File: src/rtl/fetch_pkg.sv
// Shared types and constants for the instruction fetch unit.
// The HALT state exists only when FETCH_MISALIGN_CHECK_EN is defined.
package fetch_pkg;

  localparam int PC_W = 32;
  localparam logic [31:0] NOP = 32'h0000_0013;

  typedef enum logic [1:0] {
    RUN   = 2'd0,
    DRAIN = 2'd1
`ifdef FETCH_MISALIGN_CHECK_EN
    ,
    HALT  = 2'd2
`endif
  } state_t;

  function automatic logic [PC_W-1:0] next_pc(input logic [PC_W-1:0] pc);
    return pc + PC_W'(4);
  endfunction

endpackage

File: src/rtl/fetch_fifo.sv
// Instruction queue: DEPTH-entry synchronous FIFO with flush.
// Storage is not reset; only the pointers and occupancy are.
module fetch_fifo #(
  parameter int DEPTH = 2,
  parameter int WIDTH = 64
) (
  input  logic                         clk,
  input  logic                         rst_n,
  input  logic                         flush,
  input  logic                         push,
  input  logic [WIDTH-1:0]             wdata,
  input  logic                         pop,
  output logic [WIDTH-1:0]             rdata,
  output logic                         full,
  output logic                         empty,
  output logic [$clog2(DEPTH+1)-1:0]   count
);
  localparam int PW = (DEPTH > 1) ? $clog2(DEPTH) : 1;
  localparam int CW = $clog2(DEPTH + 1);

  logic [WIDTH-1:0] mem [DEPTH];
  logic [PW-1:0]    wptr, rptr;
  logic             do_push, do_pop;

  function automatic logic [PW-1:0] ptr_inc(input logic [PW-1:0] p);
    return (p == PW'(DEPTH - 1)) ? '0 : p + PW'(1);
  endfunction

  assign full    = (count == CW'(DEPTH));
  assign empty   = (count == '0);
  assign do_pop  = pop && !empty;
  assign do_push = push && (!full || do_pop);
  assign rdata   = mem[rptr];

  always_ff @(posedge clk or negedge rst_n) begin
    if (!rst_n) begin
      wptr  <= '0;
      rptr  <= '0;
      count <= '0;
    end else if (flush) begin
      wptr  <= '0;
      rptr  <= '0;
      count <= '0;
    end else begin
      if (do_push) wptr <= ptr_inc(wptr);
      if (do_pop)  rptr <= ptr_inc(rptr);
      count <= count + CW'(do_push) - CW'(do_pop);
    end
  end

  always_ff @(posedge clk) begin
    if (do_push && !flush) mem[wptr] <= wdata;
  end

endmodule

File: src/rtl/fetch_unit.sv
// Credit-based instruction fetch with in-order memory responses and redirect drain.
// Define FETCH_MISALIGN_CHECK_EN to add the misaligned-target HALT state and ins_misalign.
module fetch_unit
  import fetch_pkg::*;
#(
  parameter logic [PC_W-1:0] RESET_PC = 32'h0000_0000,
  parameter int              QDEPTH   = 2
) (
  input  logic            clk,
  input  logic            rst_n,
  output logic            imem_req_valid,
  input  logic            imem_req_ready,
  output logic [PC_W-1:0] imem_req_addr,
  input  logic            imem_rsp_valid,
  input  logic [31:0]     imem_rsp_data,
  input  logic            redirect_valid,
  input  logic [PC_W-1:0] redirect_pc,
  output logic            ins_valid,
  input  logic            ins_ready,
  output logic [31:0]     ins,
  output logic [PC_W-1:0] ins_pc
`ifdef FETCH_MISALIGN_CHECK_EN
  ,
  output logic            ins_misalign
`endif
);
  localparam int CW = $clog2(QDEPTH + 1);

  state_t          state;
  logic [PC_W-1:0] pc, rsp_pc, tgt;
  logic [CW-1:0]   inflight, drop, drop_new, fifo_count;
  logic            req_hold, req_fire, credit_ok, pop, push;
  logic            fifo_full, fifo_empty;
  logic [63:0]     fifo_rdata;
`ifdef FETCH_MISALIGN_CHECK_EN
  logic            tgt_mis, halt_pend;

  assign tgt     = redirect_pc;
  assign tgt_mis = |redirect_pc[1:0];
`else
  assign tgt     = redirect_pc & ~PC_W'(3);
`endif

  // A slot freed by this cycle's pop can be re-requested immediately.
  assign credit_ok = (int'(inflight) + int'(fifo_count) - int'(pop)) < QDEPTH;
  assign imem_req_valid = rst_n && (state == RUN) && (req_hold || credit_ok);
  assign imem_req_addr  = pc;
  assign req_fire       = imem_req_valid && imem_req_ready;

  assign pop  = ins_valid && ins_ready && (state == RUN);
  assign push = imem_rsp_valid && (state == RUN) && !redirect_valid && (!fifo_full || pop);

  // Responses still owed by memory that must be thrown away after a redirect.
  assign drop_new = ((state == DRAIN) ? drop : inflight) + CW'(req_fire) - CW'(imem_rsp_valid);

  fetch_fifo #(
    .DEPTH (QDEPTH),
    .WIDTH (64)
  ) u_fifo (
    .clk   (clk),
    .rst_n (rst_n),
    .flush (redirect_valid),
    .push  (push),
    .wdata ({rsp_pc, imem_rsp_data}),
    .pop   (pop),
    .rdata (fifo_rdata),
    .full  (fifo_full),
    .empty (fifo_empty),
    .count (fifo_count)
  );

  always_comb begin
    ins_valid = 1'b0;
    ins       = '0;
    ins_pc    = '0;
    if (state == RUN && !fifo_empty) begin
      ins_valid = 1'b1;
      ins       = fifo_rdata[31:0];
      ins_pc    = fifo_rdata[63:32];
    end
`ifdef FETCH_MISALIGN_CHECK_EN
    ins_misalign = 1'b0;
    if (state == HALT) begin
      ins_valid    = 1'b1;
      ins          = NOP;
      ins_pc       = pc;
      ins_misalign = 1'b1;
    end
`endif
  end

  always_ff @(posedge clk or negedge rst_n) begin
    if (!rst_n) begin
      state     <= RUN;
      pc        <= RESET_PC;
      rsp_pc    <= RESET_PC;
      inflight  <= '0;
      drop      <= '0;
      req_hold  <= 1'b0;
`ifdef FETCH_MISALIGN_CHECK_EN
      halt_pend <= 1'b0;
`endif
    end else begin
      // An offered request stays up until taken so its address cannot change.
      req_hold <= imem_req_valid && !imem_req_ready && !redirect_valid;
      if (redirect_valid) begin
        pc       <= tgt;
        rsp_pc   <= tgt;
        inflight <= '0;
        drop     <= drop_new;
`ifdef FETCH_MISALIGN_CHECK_EN
        halt_pend <= tgt_mis;
        state     <= (drop_new != '0) ? DRAIN : (tgt_mis ? HALT : RUN);
`else
        state     <= (drop_new != '0) ? DRAIN : RUN;
`endif
      end else begin
        case (state)
          RUN: begin
            if (req_fire) pc <= next_pc(pc);
            if (push)     rsp_pc <= next_pc(rsp_pc);
            inflight <= inflight + CW'(req_fire) - CW'(imem_rsp_valid);
          end
          DRAIN: begin
            if (imem_rsp_valid) begin
              drop <= drop - CW'(1);
              if (drop == CW'(1)) begin
`ifdef FETCH_MISALIGN_CHECK_EN
                state <= halt_pend ? HALT : RUN;
`else
                state <= RUN;
`endif
              end
            end
          end
          default: ;
        endcase
      end
    end
  end

endmodule

File: config.mk
export PLATFORM = sky130hd
export DESIGN_NAME = fetch_unit
export DESIGN_NICKNAME = d
export VERILOG_FILES = /design/src/rtl/fetch_pkg.sv /design/src/rtl/fetch_fifo.sv /design/src/rtl/fetch_unit.sv
export SDC_FILE = /design/constraint.sdc
export NUM_CORES = 1
export LEC_CHECK = 0
export CAP_MARGIN = 10
export CORE_ASPECT_RATIO = 1.5
export CORE_MARGIN = 4
export CORE_UTILIZATION = 25
export DETAILED_ROUTE_END_ITERATION = 16
export GPL_TIMING_DRIVEN = 0
export MAX_ROUTING_LAYER = met4
export SLEW_MARGIN = 20
export SYNTH_ARGS = -nofsm -noshare
export SYNTH_HDL_FRONTEND = slang
export SYNTH_SLANG_ARGS = --single-unit
export TNS_END_PERCENT = 5
File: constraint.sdc
create_clock -name clk -period 7 [get_ports clk]
set_clock_uncertainty 0.05 [all_clocks]
set_input_delay 1.05 -clock clk [delete_from_list [all_inputs] [get_ports clk]]
set_output_delay 1.05 -clock clk [all_outputs]
set_load 0.1 [all_outputs]
==> results of run 1 <==
[kinds of logic after synthesis]
logic type	count (synthesis)	share of synthesized area
fa+ha+maj	13	0.0188
xor+xnor	63	0.0608
compound gates	37	0.0285
buf+inv	57	0.0279
flops	194	0.603
other cells	1	0.000413
mux	103	0.119
simple gates	222	0.142
[metrics by stage]
step	util	setup TNS (ns)	instances	hold WS, ns
3_3_place_gp	0.315	-180.86	1332	0.440
6_report	0.335	0	1377	0.467
5_1_grt	0.335	0	1377	0.489
2_1_floorplan	-	0	693	0.413
4_1_cts	0.335	0	1373	0.471
3_5_place_dp	0.318	0	1341	0.453
[report_power, final]
| group | leakage (nW) | internal (W) | switching, W |
|---|---|---|---|
| logic | 1.91 | 0.000301 | 0.000725 |
| registers | 1.94 | 0.00133 | 0.0000815 |
| clock network | 0.290 | 0.000509 | 0.000474 |
[final timing paths]
path | start | to | slack [ns] | depth (start not counted)
max | state[0] | imem_req_valid | 0.95 | 13
min | rsp_pc[31] | u_fifo.mem[1][63] | 0.47 | 0
max reg2reg | state[0] | inflight[1] | 2.20 | 19
min reg2reg | rsp_pc[31] | u_fifo.mem[1][63] | 0.47 | 0
max in group asynchronous | rst_n | u_fifo.rptr | 5.80 | 2
min in group asynchronous | rst_n | rsp_pc[25] | 0.49 | 1
[sequential cells by signal (all words and copies together) (netlist names)]
signal         flops
u_fifo.count       2
u_fifo.wptr        1
inflight           2
rsp_pc            30
drop               2
req_hold           1
state              1
u_fifo.rptr        1
imem_req_addr     30
u_fifo.mem       124
[layout make-up]
class / instances / area (µm²)
fill: 3582 / 23800
sequential: 194 / 5480
multi-input combinational: 442 / 3370
timing repair buffer: 170 / 1710
tap: 478 / 598
clock buffer: 17 / 425
buffer: 38 / 181
clock inverter: 15 / 170
inverter: 19 / 71.3
antenna: 4 / 10.0
[critical path, stage by stage (launching register included)]
cell	delay (ns)
dfrtp_1	0.36
buf_2	0.23
o21bai_1	0.14
clkbuf_1	0.58
inv_1	0.15
and2_1	0.20
ha_1	0.28
nor2b_1	0.06
fa_1	0.37
xnor2_1	0.15
a221oi_2	0.53
buf_2	0.37
nor2_1	0.09
clkdlybuf4s50_1	0.97
[routing by layer]
metal  vias up  routed length [µm]  track usage
met3        40                 815       0.0216
li1       2876                   -            -
met4         0                 783       0.0646
met2       137               12100        0.207
met5         -                   0            -
met1      2854                9350        0.138
[layout by cell type, fill, tap and decap left out, types with 5 or more instances in the layout]
cell type | Yosys | routed
edfxtp_1 | 124 | 124
mux2i_1 | 67 | 67
clkbuf_16 | 0 | 17
clkbuf_1 | 17 | 17
buf_4 | 4 | 11
nand4_1 | 13 | 13
buf_2 | 7 | 7
a21boi_0 | 10 | 10
nor4_2 | 5 | 5
inv_1 | 19 | 19
nor2_1 | 78 | 78
and3_1 | 6 | 5
and4_1 | 5 | 5
xor2_1 | 36 | 36
clkdlybuf4s50_1 | 0 | 160
dfrtp_1 | 70 | 70
xnor2_1 | 27 | 27
nor4_1 | 10 | 10
nor3_1 | 14 | 13
mux2_2 | 36 | 36
buf_1 | 8 | 8
a21oi_1 | 9 | 9
ha_1 | 12 | 12
nand2_1 | 27 | 27
nand3_1 | 18 | 18
nand2b_1 | 10 | 10
a21boi_1 | 6 | 6
==> reports/metrics.csv, run 1 <==
metric,value,unit
first-pass GRT wire length,35100,µm
CP required,5.90,ns
"Max FO, Critical Path",10,
Final Instance Area,12000,µm²
hpwl dp,17800,µm
share of flip-flops with an asynchronous set or reset,0.361,
"Setup violations, final",0,
vias in the first global route,6114,
"Arr. time, crit path",4.95,ns
DRT Pass-1 Iters,4,
GP Congestion,0.780,
hold_buf cts,0,
Netlist cell types,52,
Starting DRT DRC Count,248,
Yosys reg bits,194,
"count leader, synth",edfxtp_1,
# nets final,965,
io pins,168,
number of CTS-inserted buffers,17,
status,completed,
post-synth top area share,0.410,
htree depth,4,
Die Ht,241,µm
largest net degree at the start of global routing,45,
"EDFF count, synth",124,
critical path endpoint category,output port,
die footprint,39500,µm²
Total Routed Length,23100,µm
initial antenna violation count,4,
top_reg_cell synth,edfxtp_1,
Final Max Tran Viols,0,
worst skew pair latency,0.45,ns
Max Fclk,165,MHz
post-route clock period utilization,0.864,
row cnt,85,
Synth area leaders,"edfxtp_1 41%, dfrtp_1 19%, mux2i_1 7.4%, mux2_2 4.5%, xor2_1 3.5%",
remaining global-route overflow,0,
DRC,0,
Slew HR,0.290,
register area share after synthesis,0.603,
crit path time final,6.05,ns
PortBufs,161,
Startpoint Class,flop,
dpl ws,1.19,ns
Die X,164,µm
synth cell count leaders,"124 x edfxtp_1, 78 x nor2_1, 70 x dfrtp_1, 67 x mux2i_1",
post-CTS sizing,0,
path type of the worst min-delay path,flop to flop,
RSZ-0062 raised after global routing,no,
Via density,4.29,
final hold violations,0,
worst setup path category,flop to output port,
Max Cap Viol,0,
Root Buffer,clkbuf_16,
Core ar.,35800,µm²
Synth area leader,edfxtp_1,
Routed Antenna Nets,0,
total power,0.00342,W
pwr/cell area,285,nW/µm²
clock sinks,194,
fin worst setup slack,0.950,ns
vias post-DR,5907,
Routed wire per std cell,16.8,µm
Post-CTS Setup Inserts,0,
share of cells above drive strength 1,0.131,
Leak,4.14,nW
Synth Area per Inst,13.2,µm²
CTS tree,done,
clock slew seen by the registers of the worst setup and hold paths,0.08,ns
Bufs on Longest Clock Path,2,
Yosys warnings,0,
Tightest Pin Transition,1.06,ns
Post-Syn Instances,690,
Max VDD drop,0.119,mV
area of placed instances,11400,µm²
Mapped Area,9070,µm²
Initial Utilization,0.253,
GRT Overall Usage,0.122,
Area Overhead vs Synth,32.4,%
(Power assumes the default switching activity.)
==> inputs of run 2 (changes only) <==
SYNTH_HIERARCHICAL = 1   (was unset)
==> run 2 against run 1 <==
Worst hold slack got worse by 0.00077 ns. Cell area increased by 2.7%. Sequential power is essentially flat. Non-clock buffer count down 1. Fmax down 1.7%. Synthesized cell count increased by 3.0%. Flip-flop and latch count grew 4. Total power down 13%. Critical path type unchanged. Critical endpoint unchanged. Highest routed layer unchanged.
==> reports/metrics.csv, run 2 <==
metric,value,unit
status,completed,
"Arr. time, crit path",5.05,ns
CP required,5.90,ns
number of CTS-inserted buffers,17,
CTS tree,done,
Final Instance Area,12300,µm²
GR Util met2,0.233,
"Max FO, Critical Path",10,
Synth area leaders,"edfxtp_1 41%, dfrtp_1 19%, mux2_1 6.1%, and2_1 4.6%, mux2_2 4.3%",
Max Fclk,163,MHz
htree depth,4,
io pins,168,
hold_buf cts,0,
Fin Setup TNS,0,ns
Largest Register,u_fifo/mem,
Total Routed Length,25300,µm
Post-Syn Instances,711,
Root Buffer,clkbuf_16,
Yosys warnings,6,
path type of the worst min-delay path,flop to flop,
FF-to-FF setup slack,2.31,ns
first-pass GRT wire length,38200,µm
pwr/cell area,240,nW/µm²
Via density,4.46,
sequential power share,0.473,
Synth Area per Inst,13.1,µm²
DRT Pass-1 Iters,4,
Die Ht,245,µm
switching pwr,0.000926,W
post-CTS sizing,0,
initial antenna violation count,0,
Bufs on Longest Clock Path,2,
Internal,0.00204,W
vias post-DR,6285,
post-route clock period utilization,0.879,
row cnt,86,
Post-CTS Setup Inserts,0,
hpwl dp,19700,µm
Slew HR,0.266,
Routed wire per std cell,18.0,µm
Starting DRT DRC Count,329,
RSZ-0062 raised after global routing,no,
"EDFF count, synth",128,
Tightest Pin Transition,1.10,ns
combinational share of power,0.201,
worst skew pair latency,0.45,ns
GP Congestion,0.819,
max FFs per register,128,
Max VDD drop,0.169,mV
# nets final,994,
post-synth top area share,0.412,
Netlist cell types,53,
"Setup violations, final",0,
"count leader, synth",edfxtp_1,
Placed Cells,1377,
Yosys reg bits,198,
DRC,0,
Core ar.,36800,µm²
worst setup path category,flop to output port,
"most common cell after layout, fill and taps aside",clkdlybuf4s50_1,
die footprint,40600,µm²
crit path time final,6.15,ns
area of placed instances,11800,µm²
Initial Utilization,0.254,
Antenna Cells,0,
Mapped Area,9340,µm²
Routed Antenna Nets,0,
Synth area leader,edfxtp_1,
clock slew seen by the registers of the worst setup and hold paths,0.07,ns
top_reg_cell synth,edfxtp_1,
GRT Overall Usage,0.127,
final hold violations,0,
Leak,4.31,nW
clock sinks,198,
Startpoint Class,flop,
Max Cap Viol,0,
Most Crowded Layer GR,met2,
synth cell count leaders,"128 x edfxtp_1, 70 x dfrtp_1, 68 x and2_1, 51 x mux2_1, 36 x mux2_2",
share of cells above drive strength 1,0.111,
Sw Share,0.313,
remaining global-route overflow,0,
vias in the first global route,6590,
most frequent cells in the layout,"162 x clkdlybuf4s50_1, 128 x edfxtp_1, 70 x dfrtp_1, 68 x and2_1, 51 x mux2_1",
Area Overhead vs Synth,32.2,%
critical path endpoint category,output port,
Final Max Tran Viols,0,
fin cells,1409,
largest net degree at the start of global routing,40,
register area share after synthesis,0.599,
PortBufs,163,
clock share of power,0.325,
Die X,166,µm
grt met1 use,0.128,
met3 usage,0.0298,
share of flip-flops with an asynchronous set or reset,0.354,
run 2: cell count changes after synthesis, sizes merged, moves of 11 or more:
cell	change
mux2	+52
o31a	+11
mux2i	-61
nor2	-52
a21boi	-15
and2	+64
xor2	-16
run 2: per-stage QoR:
step | setup WS, ns | util | hold WS (ns) | power (W)
floorplan | 0.0621 | - | 0.401 | 0.00182
detailed placement | 0.987 | 0.320 | 0.445 | 0.00203
global placement | -4.26 | 0.315 | 0.441 | 0.00201
global route | 0.535 | 0.335 | 0.488 | 0.00310
finish | 0.847 | 0.335 | 0.466 | 0.00296
CTS | 0.752 | 0.335 | 0.474 | 0.00300
run 2: power by group through the flow:
| stage | Clock (W) | Combinational, W | Sequential (W) |
|---|---|---|---|
| after global routing | 0.00104 | 0.000641 | 0.00141 |
| after floorplan | 0 | 0.000282 | 0.00154 |
| final | 0.000963 | 0.000596 | 0.00140 |
| after CTS | 0.000996 | 0.000603 | 0.00140 |
| after global placement | 0 | 0.000584 | 0.00143 |
| after detailed placement | 0 | 0.000600 | 0.00143 |
run 2: metal layers:
metal	wire length (µm)	vias to the layer above
met5	0	-
met2	13800	165
met3	1020	41
li1	-	3018
met4	945	0
met1	9630	3061
run 2: path summary, 6_finish.rpt:
check,startpoint,to,depth (start not counted)
hold / removal,rsp_pc[13],u_fifo/mem[0][45],0
setup / recovery,u_fifo/count[1],imem_req_valid,11
hold reg to reg,rsp_pc[13],u_fifo/mem[0][45],0
min in group asynchronous,rst_n,imem_req_addr[18],1
max in group asynchronous,rst_n,rsp_pc[6],2
setup reg to reg,u_fifo/count[1],inflight[1],15
run 2: layout make-up:
type	instances	area, µm²
Buffer	30	150
Timing Repair Buffer	177	1790
Inverter	20	75.1
Sequential cell	198	5600
Multi-Input combinational cell	468	3550
Clock buffer	18	429
Clock inverter	14	145
Tap cell	484	606
Fill cell	3692	24500
run 2: kinds of logic after synthesis:
kind of cell / after synthesis / share of synthesized area
flops: 198 / 0.599
buf+inv: 50 / 0.0241
other cells: 1 / 0.000402
simple gates: 238 / 0.148
mux: 94 / 0.113
compound gates: 75 / 0.0587
fa+ha+maj: 12 / 0.0169
xor+xnor: 43 / 0.0403
run 2: worst max-delay path: stages, from the launching register on:
cell and delay [ns]:
dfrtp_1 0.48, nor2_1 0.10, nor2_1 0.17, buf_1 0.46, and2_1 0.38, ha_1 0.31
nor2b_1 0.15, fa_1 0.47, o221a_2 0.38, clkbuf_1 0.29, nor2_1 0.25, clkdlybuf4s50_1 1.17
